$ cat src/rtl/pipe_stage_skid_pkg.sv
// Shared types for the handshaked inter-stage register: state encoding,
// control-vector field layout and small helpers.
package pipe_stage_skid_pkg;

   typedef enum logic [1:0] {
      PS_EMPTY = 2'd0,
      PS_ONE   = 2'd1,
      PS_FULL  = 2'd2
   } ps_state_e;

   // Entry slot indices inside the stage.
   localparam int ENT_MAIN = 0;
   localparam int ENT_SKID = 1;
   localparam int ENT_NUM  = 2;

   // Control-vector field layout used by the core when packing/unpacking
   // in_ctrl (write enables sit in the low bits so CTRL_RST=0 kills them).
   localparam int CTRL_REG_WRITE   = 0;
   localparam int CTRL_MEM_WRITE   = 1;
   localparam int CTRL_MEM_READ    = 2;
   localparam int CTRL_MEM_TO_REG  = 3;
   localparam int CTRL_ALU_SRC     = 4;
   localparam int CTRL_REG_DST     = 5;
   localparam int CTRL_BRANCH      = 6;
   localparam int CTRL_JUMP        = 7;
   localparam int CTRL_ALU_OP_LSB  = 8;
   localparam int CTRL_ALU_OP_W    = 4;
   localparam int CTRL_FWD_SEL_LSB = 12;
   localparam int CTRL_FWD_SEL_W   = 4;
   localparam int CTRL_USED_W      = CTRL_FWD_SEL_LSB + CTRL_FWD_SEL_W;

   function automatic logic [1:0] ps_occupancy(input ps_state_e s);
      case (s)
         PS_ONE:  return 2'd1;
         PS_FULL: return 2'd2;
         default: return 2'd0;
      endcase
   endfunction

   function automatic logic ps_can_accept(input ps_state_e s);
      return (s != PS_FULL);
   endfunction

   function automatic logic ps_has_head(input ps_state_e s);
      return (s != PS_EMPTY);
   endfunction

endpackage

$ cat src/rtl/pipe_stage_skid_if.sv
// Valid/ready handshake bundle carrying one control and one data vector.
interface pipe_stage_skid_if #(
   parameter int CTRL_W = 16,
   parameter int DATA_W = 64
);
   logic              valid;
   logic              ready;
   logic [CTRL_W-1:0] ctrl;
   logic [DATA_W-1:0] data;

   modport master (
      output valid,
      output ctrl,
      output data,
      input  ready
   );

   modport slave (
      input  valid,
      input  ctrl,
      input  data,
      output ready
   );
endinterface

$ cat src/rtl/pipe_entry_reg.sv
// One {ctrl,data} holding register with load, synchronous clear and async reset.
// Clear beats load; data reset/clear is optional to save fanout.
module pipe_entry_reg #(
   parameter int                CTRL_W     = 16,
   parameter int                DATA_W     = 64,
   parameter logic [CTRL_W-1:0] CTRL_RST   = '0,
   parameter bit                CLEAR_DATA = 1'b1
) (
   input  logic              clk,
   input  logic              rst,
   input  logic              load,
   input  logic              clear,
   input  logic [CTRL_W-1:0] ctrl_d,
   input  logic [DATA_W-1:0] data_d,
   output logic [CTRL_W-1:0] ctrl_q,
   output logic [DATA_W-1:0] data_q
);

   logic [CTRL_W-1:0] ctrl_reg;
   logic [DATA_W-1:0] data_reg;

   always_ff @(posedge clk or posedge rst) begin
      if (rst) begin
         ctrl_reg <= CTRL_RST;
      end else if (clear) begin
         ctrl_reg <= CTRL_RST;
      end else if (load) begin
         ctrl_reg <= ctrl_d;
      end
   end

   generate
      if (CLEAR_DATA) begin : g_data_clr
         always_ff @(posedge clk or posedge rst) begin
            if (rst) begin
               data_reg <= '0;
            end else if (clear) begin
               data_reg <= '0;
            end else if (load) begin
               data_reg <= data_d;
            end
         end
      end else begin : g_data_hold
         // No reset on the wide data path; a flushed slot keeps stale data
         // but its ctrl is already the bubble value.
         always_ff @(posedge clk) begin
            if (load && !clear) begin
               data_reg <= data_d;
            end
         end
      end
   endgenerate

   assign ctrl_q = ctrl_reg;
   assign data_q = data_reg;

endmodule

$ cat src/rtl/pipe_stage_skid.sv
// Handshaked inter-stage register with a 2-entry skid buffer, flush and a
// saturating stall counter. in_ready depends only on registered state.
module pipe_stage_skid
   import pipe_stage_skid_pkg::*;
#(
   parameter int                DATA_W     = 64,
   parameter int                CTRL_W     = 16,
   parameter logic [CTRL_W-1:0] CTRL_RST   = '0,
   parameter bit                CLEAR_DATA = 1'b1,
   parameter int                CNT_W      = 16
) (
   input  logic                clk,
   input  logic                rst,
   input  logic                flush,
   pipe_stage_skid_if.slave    in_if,
   pipe_stage_skid_if.master   out_if,
   output logic [1:0]          occupancy,
   input  logic                cnt_clr,
   output logic [CNT_W-1:0]    stall_cnt
);

   ps_state_e state_reg, state_next;

   logic in_ready;
   logic out_valid;
   logic in_fire;
   logic out_fire;

   logic               main_load;
   logic               skid_load;
   logic               main_from_skid;
   logic [ENT_NUM-1:0] ent_load;

   logic [CTRL_W-1:0] ent_ctrl_d [ENT_NUM];
   logic [DATA_W-1:0] ent_data_d [ENT_NUM];
   logic [CTRL_W-1:0] ent_ctrl_q [ENT_NUM];
   logic [DATA_W-1:0] ent_data_q [ENT_NUM];

   logic [CNT_W-1:0] stall_cnt_reg, stall_cnt_next;

   assign in_ready  = ps_can_accept(state_reg);
   assign out_valid = ps_has_head(state_reg);
   assign in_fire   = in_if.valid & in_ready;
   assign out_fire  = out_valid & out_if.ready;

   // State register
   always_ff @(posedge clk or posedge rst) begin
      if (rst) begin
         state_reg <= PS_EMPTY;
      end else begin
         state_reg <= state_next;
      end
   end

   // Next state and slot load strobes
   always_comb begin
      state_next     = state_reg;
      main_load      = 1'b0;
      skid_load      = 1'b0;
      main_from_skid = 1'b0;

      case (state_reg)
         PS_EMPTY: begin
            if (in_fire) begin
               state_next = PS_ONE;
               main_load  = 1'b1;
            end
         end
         PS_ONE: begin
            case ({in_fire, out_fire})
               2'b10: begin
                  state_next = PS_FULL;
                  skid_load  = 1'b1;
               end
               2'b01: begin
                  state_next = PS_EMPTY;
               end
               2'b11: begin
                  main_load = 1'b1;
               end
               default: begin
                  state_next = PS_ONE;
               end
            endcase
         end
         PS_FULL: begin
            // in_ready is low here, so only the drain path can move.
            if (out_fire) begin
               state_next     = PS_ONE;
               main_load      = 1'b1;
               main_from_skid = 1'b1;
            end
         end
         default: begin
            state_next = PS_EMPTY;
         end
      endcase

      if (flush) begin
         state_next     = PS_EMPTY;
         main_load      = 1'b0;
         skid_load      = 1'b0;
         main_from_skid = 1'b0;
      end
   end

   assign ent_load[ENT_MAIN] = main_load;
   assign ent_load[ENT_SKID] = skid_load;

   assign ent_ctrl_d[ENT_MAIN] = main_from_skid ? ent_ctrl_q[ENT_SKID] : in_if.ctrl;
   assign ent_data_d[ENT_MAIN] = main_from_skid ? ent_data_q[ENT_SKID] : in_if.data;
   assign ent_ctrl_d[ENT_SKID] = in_if.ctrl;
   assign ent_data_d[ENT_SKID] = in_if.data;

   genvar gi;
   generate
      for (gi = 0; gi < ENT_NUM; gi++) begin : g_entry
         pipe_entry_reg #(
            .CTRL_W     (CTRL_W),
            .DATA_W     (DATA_W),
            .CTRL_RST   (CTRL_RST),
            .CLEAR_DATA (CLEAR_DATA)
         ) u_entry (
            .clk    (clk),
            .rst    (rst),
            .load   (ent_load[gi]),
            .clear  (flush),
            .ctrl_d (ent_ctrl_d[gi]),
            .data_d (ent_data_d[gi]),
            .ctrl_q (ent_ctrl_q[gi]),
            .data_q (ent_data_q[gi])
         );
      end
   endgenerate

   // Stall counter: clear wins, saturates at all-ones, unaffected by flush.
   always_comb begin
      stall_cnt_next = stall_cnt_reg;
      if (cnt_clr) begin
         stall_cnt_next = '0;
      end else if (out_valid && !out_if.ready && (stall_cnt_reg != {CNT_W{1'b1}})) begin
         stall_cnt_next = stall_cnt_reg + 1'b1;
      end
   end

   always_ff @(posedge clk or posedge rst) begin
      if (rst) begin
         stall_cnt_reg <= '0;
      end else begin
         stall_cnt_reg <= stall_cnt_next;
      end
   end

   assign in_if.ready  = in_ready;
   assign out_if.valid = out_valid;
   // A bubble must never leak write enables, so mask on the registered state.
   assign out_if.ctrl  = out_valid ? ent_ctrl_q[ENT_MAIN] : CTRL_RST;
   assign out_if.data  = ent_data_q[ENT_MAIN];
   assign occupancy    = ps_occupancy(state_reg);
   assign stall_cnt    = stall_cnt_reg;

endmodule

$ cat src/flat_wrapper.sv
// flat-port wrapper written by rule: the top's interface ports become plain ports
module pipe_stage_skid_flat import pipe_stage_skid_pkg::*;
#(
   parameter int                DATA_W     = 64,
   parameter int                CTRL_W     = 16,
   parameter logic [CTRL_W-1:0] CTRL_RST   = '0,
   parameter bit                CLEAR_DATA = 1'b1,
   parameter int                CNT_W      = 16
)
  (clk, rst, flush, occupancy, cnt_clr, stall_cnt, in_if_valid, in_if_ctrl, in_if_data, in_if_ready, out_if_valid, out_if_ctrl, out_if_data, out_if_ready);
  pipe_stage_skid_if #(.CTRL_W(CTRL_W), .DATA_W(DATA_W)) in_if_i ();
  pipe_stage_skid_if #(.CTRL_W(CTRL_W), .DATA_W(DATA_W)) out_if_i ();
  input  logic clk;
  input  logic rst;
  input  logic flush;
  output logic [1:0] occupancy;
  input  logic cnt_clr;
  output logic [CNT_W-1:0] stall_cnt;
  input wire logic [$bits(in_if_i.valid)-1:0] in_if_valid;
  input wire logic [$bits(in_if_i.ctrl)-1:0] in_if_ctrl;
  input wire logic [$bits(in_if_i.data)-1:0] in_if_data;
  output wire logic [$bits(in_if_i.ready)-1:0] in_if_ready;
  output wire logic [$bits(out_if_i.valid)-1:0] out_if_valid;
  output wire logic [$bits(out_if_i.ctrl)-1:0] out_if_ctrl;
  output wire logic [$bits(out_if_i.data)-1:0] out_if_data;
  input wire logic [$bits(out_if_i.ready)-1:0] out_if_ready;
  assign in_if_i.valid = in_if_valid;
  assign in_if_i.ctrl = in_if_ctrl;
  assign in_if_i.data = in_if_data;
  assign in_if_ready = in_if_i.ready;
  assign out_if_valid = out_if_i.valid;
  assign out_if_ctrl = out_if_i.ctrl;
  assign out_if_data = out_if_i.data;
  assign out_if_i.ready = out_if_ready;
  pipe_stage_skid #(.DATA_W(DATA_W), .CTRL_W(CTRL_W), .CTRL_RST(CTRL_RST), .CLEAR_DATA(CLEAR_DATA), .CNT_W(CNT_W)) u_core (.clk(clk), .rst(rst), .flush(flush), .in_if(in_if_i), .out_if(out_if_i), .occupancy(occupancy), .cnt_clr(cnt_clr), .stall_cnt(stall_cnt));
endmodule
$ cat config.mk
export PLATFORM = sky130hd
export DESIGN_NAME = pipe_stage_skid_flat
export DESIGN_NICKNAME = d
export VERILOG_FILES = /design/src/rtl/pipe_stage_skid_pkg.sv /design/src/rtl/pipe_stage_skid_if.sv /design/src/rtl/pipe_entry_reg.sv /design/src/rtl/pipe_stage_skid.sv /design/src/flat_wrapper.sv
export SDC_FILE = /design/constraint.sdc
export NUM_CORES = 1
export LEC_CHECK = 0
export CORE_ASPECT_RATIO = 0.6
export CORE_MARGIN = 3
export CORE_UTILIZATION = 40
export DETAILED_ROUTE_END_ITERATION = 10
export GPL_TIMING_DRIVEN = 0
export PLACE_DENSITY_LB_ADDON = 0.05
export SLEW_MARGIN = 25
export SYNTH_ARGS = -nofsm -noshare
export SYNTH_HDL_FRONTEND = slang
export SYNTH_HIERARCHICAL = 1
export SYNTH_SLANG_ARGS = --single-unit
$ cat constraint.sdc
create_clock -name clk -period 3.2 [get_ports clk]
set_input_delay 0.48 -clock clk [delete_from_list [all_inputs] [get_ports clk]]
set_output_delay 0.48 -clock clk [all_outputs]
set_load 0.005 [all_outputs]
; ---- Word-level counts from Yosys, hierarchy flattened
; Index checks and enable logic that the tools add are counted.
[word_totals]
input_bits = 86
reg_bits = 178
output_inout_bits = 100
[classes]
n_reduce_logical = 9
eq_ne = 10
addsub = 1
bitwise_logic = 2
mux = 29
[ops]
columns = operator, count
row1 = $mux W64, 5
row2 = $mux W16, 8
row3 = $add A16 B1 Y16 const B, 1
row4 = $ne A16 B16 Y1 const B, 1
row5 = $pmux W2 S3, 2
row6 = $mux W1, 9
row7 = $reduce_bool A2 Y1, 4
row8 = $eq A2 B2 Y1 const B, 3
row9 = $mux W2, 3
row10 = $ne A3 B2 Y1 const B, 2
row11 = $eq A2 B1 Y1 const B, 2
row12 = $pmux W2 S2, 1
row13 = $ne A3 B3 Y1 const B, 1
row14 = $pmux W1 S3, 1
row15 = $reduce_and A3 Y1, 1
row16 = $and A1 B1 Y1, 2
row17 = $logic_and A1 B1 Y1, 2
row18 = $logic_not A2 Y1, 1
row19 = $ne A2 B2 Y1 const B, 1
row20 = $logic_not A1 Y1, 1

; ---- Depth between registers and ports, before layout
[logic_depth]
depth_word = 8
mapped_depth = 8
mapped_depth_nobuf = 6

; ---- Cells and area by module
; The synthesis kept the hierarchy.
[modules_own_cells]
columns = mod, cells_each, area_each_um2, n_inst
row1 = pipe_entry_reg, 259, 3273.1, 2
row2 = pipe_stage_skid, 226, 2195.9, 1

; ---- Least setup slack after synthesis
; OpenSTA, ideal clock, no wires.
[synth_path]
path_kind = register to register
start = reg u_core.stall_cnt_reg[0] (netlist: u_core/stall_cnt[0])
end = reg u_core.stall_cnt_reg[6] (netlist: u_core/stall_cnt[6])
stages_incl_launch_ff = 6
required_time_ps = 3075
slack_ps = 1358
t_arrival_ps = 1717
setup_ps = 125
path_buffers = 0
synth_period_minus_slack_ps = 1842
cell_sequence = dfrtp_1 -> ha_1 -> and3_1 -> and4bb_1 -> nor4b_1 -> mux2_2
[synth_via]
elab_chain_cells = 3
word_cells_on_any_way = 6
classes_between = 1 x add/sub / 1 x eq/ne / 2 x mux / 2 x reduce/logical
[synth_lines]
columns = item, line_no
row1 = start: declaration, pipe_stage_skid.sv:39  ; logic [CNT_W-1:0] stall_cnt_reg, stall_cnt_next;
row2 = start signal: assignment, pipe_stage_skid.sv:150  ; stall_cnt_reg <= stall_cnt_next;
row3 = $add A16 B1 Y16 or $ne A16 B16 Y1 (tied branches), "pipe_stage_skid.sv:142, pipe_stage_skid.sv:141"
row4 = $mux W16 or $logic_and A1 B1 Y1 (tied branches), pipe_stage_skid.sv:141  ; end else if (out_valid && !out_if.ready && (stall_cnt_reg != {CNT_W{1'b1}})) begin
row5 = $mux W16 or $reduce_bool A2 Y1 (tied branches), -
; Parallel ways exist; a longest one is shown, timed or not. The select of a mux whose other input is x is not followed.
; A chain may end at the register's enable or synchronous reset.

; ---- Final worst setup path
[layout_path]
start = reg u_core.state_reg[1]
end = out out_if_ctrl[11]
[layout_via]
elab_chain_cells = 2
[layout_lines]
columns = item, line_no
row1 = start: declaration, pipe_stage_skid.sv:22  ; ps_state_e state_reg, state_next;
row2 = start signal: assignment, pipe_stage_skid.sv:51  ; state_reg <= state_next;
row3 = $reduce_bool A2 Y1, pipe_stage_skid_pkg.sv:45  ; return (s != PS_EMPTY);
row4 = $mux W16, pipe_stage_skid.sv:157  ; assign out_if.ctrl = out_valid ? ent_ctrl_q[ENT_MAIN] : CTRL_RST;
row5 = end: declaration, flat_wrapper.sv:24  ; output wire logic [$bits(out_if_i.ctrl)-1:0] out_if_ctrl;
; No other way between the ends.

==> impl_metrics.py <==
metrics = {
    "placement": {
        "dp_hpwl_um": 16300,
        "portBuffers": 183,
        "pre_cts_slack_ns": 0.697,
        "gp_congestion": 0.811,
        "dp_cells": 1208,
    },
    "setup_path": {
        "max_stage_delay_ns": 0.46,
        "worst-r2r-setup-slack_ns": 1.00,
        "path_buf_inv": 3,
        "worstPathArrival_ns": 2.29,
        "critical_path_class": "register to output port",
        "cp-end-kind": "output port",
        "worstPathRequired_ns": 2.72,
        "cp_slowest_cell": "clkdlybuf4s50_1",
        "crit_chain": "nor2_1 -> clkbuf_2 -> clkbuf_1 -> nor2b_1 -> clkdlybuf4s50_1",
        "start_kind": "register",
        "critPathTopFamily": "buffers and inverters",
        "worst-path-max-fanout": 10,
    },
    "routing": {
        "wl_per_cell_um": 18.6,
        "viasPerCell": 5.06,
        "antenna_left": 0,
        "vias": 6275,
        "drt_iter0_markers": 277,
        "drt-pass1-iter-count": 4,
        "wirelength_um": 23100,
        "drc_errors": 0,
    },
    "cts": {
        "clkSinkCount": 178,
        "cts_root_buf": "clkbuf_16",
        "insertion_delay_ns": 0.43,
        "clk_pin_slew_ns": 0.06,
        "clockBufferDepth": 2,
        "cts.repair.resized": 0,
        "cts_tree": "built",
        "htreeDepth": 4,
        "post_cts_buffers": 0,
        "cts_buffers": 17,
        "cts_hold_buf": 0,
    },
    "layout": {
        "finalNetCount": 1035,
        "antennaDiodeCount": 0,
        "final_cell_mix": "clkdlybuf4s50_1 (183), dfrtp_1 (178), nor2_1 (162), mux2i_1 (162), mux2_2 (63)",
        "fillerInstances": 1843,
        "largest_reg_flops": 128,
        "mostFrequentLayoutCell": "clkdlybuf4s50_1",
        "drive_gt1_share_pct": 14.4,
        "final_cells": 1239,
        "fin_util_pct": 54.4,
        "syn_to_final_growth_pct": 32.3,
    },
    "power_and_ir_drop": {
        "ir_drop_uv": 379,
        "leakagePower_nw": 4.80,
        "power_mw": 5.03,
        "power_density_nw_per_um2": 435,
    },
    "global_route": {
        "antenna_found_initial": 1,
        "grt_pass1_wl_um": 36800,
        "grt_start_max_net_pins": 65,
        "grt_util_met1_pct": 29.2,
        "first_global_vias": 6578,
        "grt_use_total_pct": 20.0,
        "grt-ovfl-total": 0,
        "use_met3_pct": 3.84,
        "top_usage_layer": "met2",
        "use_met2_pct": 30.7,
    },
    "synth": {
        "yosysSeqAreaShare_pct": 51.0,
        "syn-mean-instance-area_um2": 11.8,
        "syn-num-nets": 831,
        "yosys_register_bits": 178,
        "synth_cell_types": 42,
        "yosysWarnings": 6,
        "synth_area_um2": 8740,
        "synth_ff_type": "dfrtp_1",
        "postSynthCellCount": 744,
        "synth_edf_count": 0,
        "ys_async_sr_fraction_pct": 100,
    },
    "run": {
        "cap_violations": 0,
    },
    "sta": {
        "hold_viol": 0,
        "fin_crit_ns": 2.77,
        "setup_slack_ns": 0.429,
        "fmax_mhz": 361,
        "finalClockSkew_ns": 0.0121,
        "worst_pin_slew_ns": 0.726,
        "period_share_pct": 86.6,
        "slew_headroom_pct": 51.5,
        "slew_violations": 0,
        "whs_ns": 0.257,
        "final-setup-viol-count": 0,
        "rsz0062_at_grt": "no",
    },
    "outcome": {
        "outcome": "finished clean",
    },
    "floorplan": {
        "num_rows": 41,
        "core_um2": 21200,
        "ioPinCount": 186,
        "die_w_um": 197,
        "start_util_pct": 41.2,
        "dieArea_um2": 23700,
        "die_y_um": 121,
    },
    "min_path": {
        "hp-class": "input port to register",
    },
}
## path summary, 6_finish.rpt
path / startpoint / end / depth (start not counted)
max: u_core/state_reg[1] / out_if_ctrl[11] / 5
min: out_if_ready / u_core/state_reg[1] / 2
max reg2reg: u_core/state_reg[0] / u_core/g_entry[0].u_entry/data_q[16] / 8
min reg2reg: u_core/g_entry[0].u_entry/ctrl_q[6] / u_core/g_entry[0].u_entry/ctrl_q[6] / 2
max in group asynchronous: rst / u_core/state_reg[1] / 2
min in group asynchronous: rst / u_core/g_entry[1].u_entry/data_q[7] / 2
## where the power goes
group          leakage (nW)  switching [mW]  internal (mW)  total (mW)
sequential             2.45          0.0439           2.32        2.36
combinational          2.08           0.301          0.352       0.653
clock                 0.266           0.885           1.13        2.02
total                  4.80            1.23           3.80        5.03
## synth_stat cells (2+ instances only)
| cell | n | area (µm²) |
|---|---|---|
| buf_4 | 9 | 67.6 |
| mux2_1 | 18 | 203 |
| buf_6 | 3 | 33.8 |
| inv_1 | 4 | 15.0 |
| mux2i_1 | 162 | 1620 |
| and3_1 | 3 | 18.8 |
| mux2_2 | 63 | 709 |
| clkbuf_2 | 3 | 15.0 |
| nand3_1 | 4 | 20.0 |
| nand2_1 | 7 | 26.3 |
| clkbuf_1 | 18 | 67.6 |
| nand4_1 | 4 | 25.0 |
| nor2_1 | 162 | 608 |
| nor2b_1 | 19 | 119 |
| dfrtp_1 | 178 | 4450 |
| buf_8 | 17 | 255 |
| o31ai_1 | 5 | 37.5 |
| or4_1 | 5 | 37.5 |
| a21oi_1 | 16 | 80.1 |
| buf_2 | 2 | 10.0 |
| nor3_1 | 2 | 10.0 |
| nand2b_1 | 4 | 25.0 |
| or3_1 | 8 | 50.1 |
| o21ai_0 | 10 | 50.1 |
## layer usage
metal  vias up  part of all wire (%)
met5         -                 0.056
met3        19                   4.4
met4         2                   1.1
met2       151                    45
li1       2973                     -
met1      3130                    49
## metrics by stage
| step | setup TNS, ns | instance area, µm² |
|---|---|---|
| floorplan | 0 | 8740 |
| global placement | -174.76 | 10900 |
| detailed placement | 0 | 11000 |
| CTS | 0 | 11600 |
| global route | 0 | 11600 |
| finish | 0 | 11600 |
## layout make-up
cell class,count,area [µm²],area share [%]
Inverter,5,28.8,0.249
Clock inverter,11,108,0.931
Sequential cell,178,4450,38.5
Timing Repair Buffer,185,1890,16.3
Buffer,53,453,3.92
Tap cell,279,349,3.02
Multi-Input combinational cell,508,3820,33.0
Clock buffer,20,467,4.04
## logic make-up (layout without fill, tap and decap cells)
family                     Yosys count  in the layout  synth area share, %
AOI/OAI and AO/OA                   37             37                 2.56
and+or+nand+nor                    227            227                 12.0
DFF                                178            178                 51.0
adders and majority gates            1              1                0.143
muxes                              243            243                 29.0
buffers and inverters               58            274                 5.40
Note: power is estimated with default switching activity, not from simulation.
